===== src/rtl/stream_demux_1to4.sv =====
// 1-to-4 stream demultiplexer. Each output channel has its own DEPTH-entry FIFO.
// Define STREAM_DEMUX_BYPASS_EN so a word can pass straight through an empty channel in the same cycle.
module stream_demux_1to4 #(
  parameter int size  = 32,
  parameter int DEPTH = 2
) (
  input  logic            clk_i,
  input  logic            rst_i,
  input  logic [size-1:0] data_i,
  input  logic [1:0]      select_i,
  input  logic            valid_i,
  output logic            ready_o,
  output logic [size-1:0] data0_o,
  output logic [size-1:0] data1_o,
  output logic [size-1:0] data2_o,
  output logic [size-1:0] data3_o,
  output logic [3:0]      valid_o,
  input  logic [3:0]      ready_i
);

  // Handshake: a word moves on a rising clk_i edge only when its valid and ready are both high.
  // ready_o depends only on select_i and on the fill level of that channel.
  // Each valid_o[n] depends only on channel n's fill level, plus valid_i/select_i when bypass is enabled.
  localparam int AW = (DEPTH > 1) ? $clog2(DEPTH) : 1;
  localparam int CW = $clog2(DEPTH + 1);

  logic [size-1:0] mem [4][DEPTH];
  logic [AW-1:0]   wr_ptr [4];
  logic [AW-1:0]   rd_ptr [4];
  logic [CW-1:0]   cnt    [4];

  logic [3:0]      full;
  logic [3:0]      empty;
  logic [3:0]      push;
  logic [3:0]      pop;
  logic [3:0]      byp;
  logic [size-1:0] head     [4];
  logic [size-1:0] out_data [4];
  logic            fire;

  always_comb begin
    for (int n = 0; n < 4; n++) begin
      full[n]  = (cnt[n] == CW'(DEPTH));
      empty[n] = (cnt[n] == '0);
      head[n]  = mem[n][rd_ptr[n]];
    end
  end

  assign ready_o = ~full[select_i];
  assign fire    = valid_i & ready_o;

  always_comb begin
    byp     = '0;
    push    = '0;
    pop     = '0;
    valid_o = '0;
    for (int n = 0; n < 4; n++) begin
      out_data[n] = head[n];
`ifdef STREAM_DEMUX_BYPASS_EN
      // An empty channel presents the upstream word directly; if taken, it never touches the FIFO.
      if (empty[n] && (select_i == 2'(n))) begin
        valid_o[n]  = valid_i;
        out_data[n] = data_i;
        byp[n]      = valid_i & ready_i[n];
      end else begin
        valid_o[n]  = ~empty[n];
      end
`else
      valid_o[n] = ~empty[n];
`endif
      push[n] = fire && (select_i == 2'(n)) && !byp[n];
      pop[n]  = ~empty[n] & ready_i[n];
    end
  end

  assign data0_o = out_data[0];
  assign data1_o = out_data[1];
  assign data2_o = out_data[2];
  assign data3_o = out_data[3];

  always_ff @(posedge clk_i or posedge rst_i) begin
    if (rst_i) begin
      for (int n = 0; n < 4; n++) begin
        wr_ptr[n] <= '0;
        rd_ptr[n] <= '0;
        cnt[n]    <= '0;
      end
    end else begin
      for (int n = 0; n < 4; n++) begin
        if (push[n]) wr_ptr[n] <= wr_ptr[n] + AW'(1);
        if (pop[n])  rd_ptr[n] <= rd_ptr[n] + AW'(1);
        case ({push[n], pop[n]})
          2'b10:   cnt[n] <= cnt[n] + CW'(1);
          2'b01:   cnt[n] <= cnt[n] - CW'(1);
          default: cnt[n] <= cnt[n];
        endcase
      end
    end
  end

  // Storage has no reset; stale entries are never visible because valid_o follows the counts.
  always_ff @(posedge clk_i) begin
    for (int n = 0; n < 4; n++) begin
      if (push[n]) mem[n][wr_ptr[n]] <= data_i;
    end
  end

endmodule


===== config.mk =====
export PLATFORM = sky130hd
export DESIGN_NAME = stream_demux_1to4
export DESIGN_NICKNAME = d
export VERILOG_FILES = /design/src/rtl/stream_demux_1to4.sv
export SDC_FILE = /design/constraint.sdc
export NUM_CORES = 1
export LEC_CHECK = 0
export BUFFER_PORTS_ARGS = -buffer_cell sky130_fd_sc_hd__buf_2
export CAP_MARGIN = 0
export CORE_MARGIN = 10
export CORE_UTILIZATION = 29
export DETAILED_ROUTE_END_ITERATION = 10
export SETUP_SLACK_MARGIN = 0.02
export SLEW_MARGIN = 20
export SYNTH_ARGS = -nofsm -noshare
export SYNTH_HDL_FRONTEND = slang
export SYNTH_SLANG_ARGS = --single-unit

===== constraint.sdc =====
create_clock -name clk_i -period 3.5 [get_ports clk_i]
set_input_delay 0 -clock clk_i [delete_from_list [all_inputs] [get_ports clk_i]]
set_output_delay 0 -clock clk_i [all_outputs]
set_load 0.01 [all_outputs]

==> run summary <==
Start point of the critical path: rd_ptr[3]. Top cell type by total area after synthesis: edfxtp_1. The tools report the buffer levels on the longest clock path as 3. The net count of the finished layout is 754. Setup repair after global routing left no endpoint under its margin. The number of design-rule violations left by the first detailed-router iteration was 173.

The share of synthesized cell area in full adder, half adder and majority cells was 0.00492. The dominant synthesized flop cell was edfxtp_1. The synthesized flop and latch total came out at 272.

The delay of the slowest cell on the worst path is 0.99 ns, and the HPWL reported at the end of detailed placement is 15500 um. The DRC violation count after routing was 0. The run gives 0 as the number of slew-limit violations in the final report. For the leakage power figure, the log shows 4.61 nW.

The initial antenna violation count is 0, and the wire length per cell after detailed routing is 19.7 um. The detail route stage leaves a number of antenna-violating nets equal to 0. The post-synthesis compound-gate area fraction is 0, and the maximum number of pins on one net before global-route repair is 34. Yosys mapped a number of flops with a built-in enable equal to 256.

For the number of global-route vias before repair, the log shows 5343. TritonCTS built the clock tree. Proportion of synthesized flip-flops having asynchronous set or reset: 0.0588. The total wire length after detailed routing is 23300 um, and the wire length of the first global-routing pass is 34800 um.

The share of the synthesized netlist area taken by xor and xnor gates was 0.0172. Transition time of the tightest slew-check pin: 1.05 ns. The level count of the clock H-tree was 1.

STA classifies the critical path startpoint as a flip-flop. The final hold violation count is 0, and the die outline height is 207 um. Clock-pin slew was measured on the worst setup and hold paths at 0.06 ns. The average instance in the mapped netlist occupies 21.5 sq um. The clock insertion delay at the later pin of the skew report is 0.54 ns, and the total congestion overflow after global routing is 0. The number of cells upsized or downsized after cts was 0. The share of the clock period used by the worst path is 0.607, and the area of the die is 0.0430 sq mm. The tools report the sequential cell area fraction in the yosys report as 0.795. The per-cell via count in the routed design was 4.20; the setup slack after placement was 1.38 ns. 0 antenna diodes ended up in the layout.

From synthesis to final layout, the design area changed by 28.3%. For the register-to-register path setup slack, the log shows 1.44 ns. The sort of element at the end of the critical path is a primary output. The Yosys step of the flow raised 0 warnings.

The run gives 0.725 as the last weighted congestion value of the routability-driven placer. In this run the critical register-to-register path is captured at mem[0][56]. The cell count of the worst reg-to-reg path came out at 4. The path type of the worst setup path is flip-flop to primary output.

In this run, placement finished with an instance count of 1087. The count of buffers added on input and output ports is 173. The initialized floorplan defines 68 standard-cell rows.

For this run, the detailed router's first-pass iteration total came to 6. The portion of netlist area occupied by mux cells works out to 0.144. The required time reported for the critical path endpoint is 3.50 ns, and the total power draw is 0.00978 W. The signal on the critical path passes through mux2_2 > buf_2. The core region is 0.0345 sq mm. Clock skew on the completed layout was measured at 0.00764 ns.

Along the worst path, the maximum fanout reaches 33. Across all setup checks in the final design, the least slack found is 1.37 ns. Signal arrival time at the worst endpoint: 2.13 ns. Across all layers, the routed design uses 4987 vias. The tools report the netlist area before placement as 0.0102 sq mm. The worst hold path belongs to the class primary input to async pin. The overall die width is 207 um. The logs give 272 for the number of clock sinks and 0.300 for the tightest slew margin relative to the limit. The number of top-level pins is 174, and the unique cell type count in the Yosys netlist is 19.

The number of violations of the max-capacitance limit was 0. The slowest stage of the critical path is the dfrtp_2 cell. By area, the combinational part of the netlist is dominated by multiplexers. Setup violations remaining at the end of the flow were counted as 0.

The ratio of cells with drive above 1 in the final layout works out to 0.514. The finished layout holds 1187 standard cells, fillers aside. The cell count after synthesis came out at 474. In the post-synthesis netlist, the biggest area contributors are edfxtp_1, mux2_2, dfrtp_1, buf_6, xnor2_1.

For the final routed database, the setup TNS stands at 0 ns. For the maximum clock frequency, the log shows 470 MHz. The flow ran to the end, and the final reports show no timing, DRC or antenna violations.

In this run the clock root is driven by a clkbuf_16. For this design the ratio of total power to cell area is 750 mW/mm^2. The fraction of synthesized cell area taken by the top area cell type was 0.756. Summing all non-filler instances in the final layout gives an area of 0.0130 sq mm. The worst IR drop on VDD came out at 358 uV.

In this run the cell area measured after placement is 0.0115 sq mm. The worst register-to-register path begins at cnt[6]. For the effective utilization at floorplan, the log shows 0.294. The time the final worst path needs with I/O delays and setup is 2.13 ns, and the synthesized netlist net count is 519. The run gives 0.104 as the all-layer global routing usage. Buffers inserted during clock tree synthesis total 30.

The fraction of the mapped netlist area in simple logic gates is 0.0218.
cell type report:
cell class | count | area, sq um
fill | 3253 | 21500
clock inverter | 20 | 234
multi-input combinational | 182 | 1960
timing repair buffer | 219 | 1380
tap | 455 | 569
inverter | 4 | 15.0
sequential | 272 | 8090
clock buffer | 35 | 791
power breakdown:
| part | internal, W | leakage, nW | switching, W |
|---|---|---|---|
| Clock | 0.00198 | 0.494 | 0.00124 |
| Combinational | 0.00116 | 1.61 | 0.00104 |
| Sequential | 0.00388 | 2.50 | 0.000480 |
| Total | 0.00702 | 4.61 | 0.00276 |
placed cells by master, fill, tap and decap left out, types with 2 or more instances in the layout:
master,n
xnor2_1,12
buf_16,3
dfrtp_1,12
or2_1,4
inv_1,4
clkbuf_1,4
and2_4,4
ha_1,4
nor2_1,4
clkbuf_16,31
mux2_2,128
clkinvlp_4,3
buf_2,173
nand4b_2,2
edfxtp_1,256
xor2_1,8
inv_6,2
nand2b_4,4
dfrtp_2,4
clkinv_2,5
bufinv_16,5
clkinv_1,5
nor2_4,7
dlygate4sd3_1,42
how the worst max path moves through the flow:
stage | end | cells after the start
floorplan | mem[2][0] | 3
global placement | mem[2][21] | 3
detailed placement | mem[2][53] | 3
CTS | data0_o[14] | 2
global route | data0_o[14] | 2
finish | data0_o[14] | 2
Yosys cell counts (4+ instances only):
cell and n:
ha_1 4, nor2_1 11, or2_1 4, xnor2_1 12, and2_4 4, mux2_2 128, buf_2 4, dfrtp_1 16
xor2_1 8, buf_6 12, edfxtp_1 256, inv_1 4, nand2b_4 4
kinds of logic (layout without fill, tap and decap cells):
group | Yosys count | count (layout)
xor gates and xnor gates | 20 | 20
adders and majority gates | 4 | 4
buffers and inverters | 20 | 278
DFF | 272 | 272
muxes | 129 | 129
and+or+nand+nor | 29 | 29
timing repair:
| action | in CTS | in global routing |
|---|---|---|
| setup buffers | 0 | 0 |
| hold endpoints to repair | 284 | 0 |
| endpoints found under the setup margin | 0 | 0 |
| hold buffers | 42 | 0 |
per-stage QoR:
| stage | utilization | hold slack, ns |
|---|---|---|
| after floorplan | - | -0.0863 |
| after global placement | 0.333 | 0.107 |
| after detailed placement | 0.333 | 0.125 |
| after CTS | 0.375 | 0.0852 |
| after global routing | 0.378 | 0.128 |
| final | 0.378 | 0.101 |
state kept, by name, indices dropped and copies added, names as in the netlist:
register,count
rd_ptr,4
wr_ptr,4
mem,256
cnt,8
metal layers:
layer / up-vias / part of all wire / GRT usage / wire length [um]
li1: 2320 / - / - / -
met1: 2495 / 0.44 / 0.132 / 10400
met2: 142 / 0.47 / 0.172 / 11000
met3: 30 / 0.068 / 0.0304 / 1580
met4: 0 / 0.017 / 0.0238 / 393
met5: - / 0 / 0 / 0
critical path: cells and delay by family (launching register included):
kind,cells,cell delay (ns)
flops,1,0.99
mux,1,0.43
buf+inv,1,0.14
Note: power is estimated with default switching activity, not from simulation.
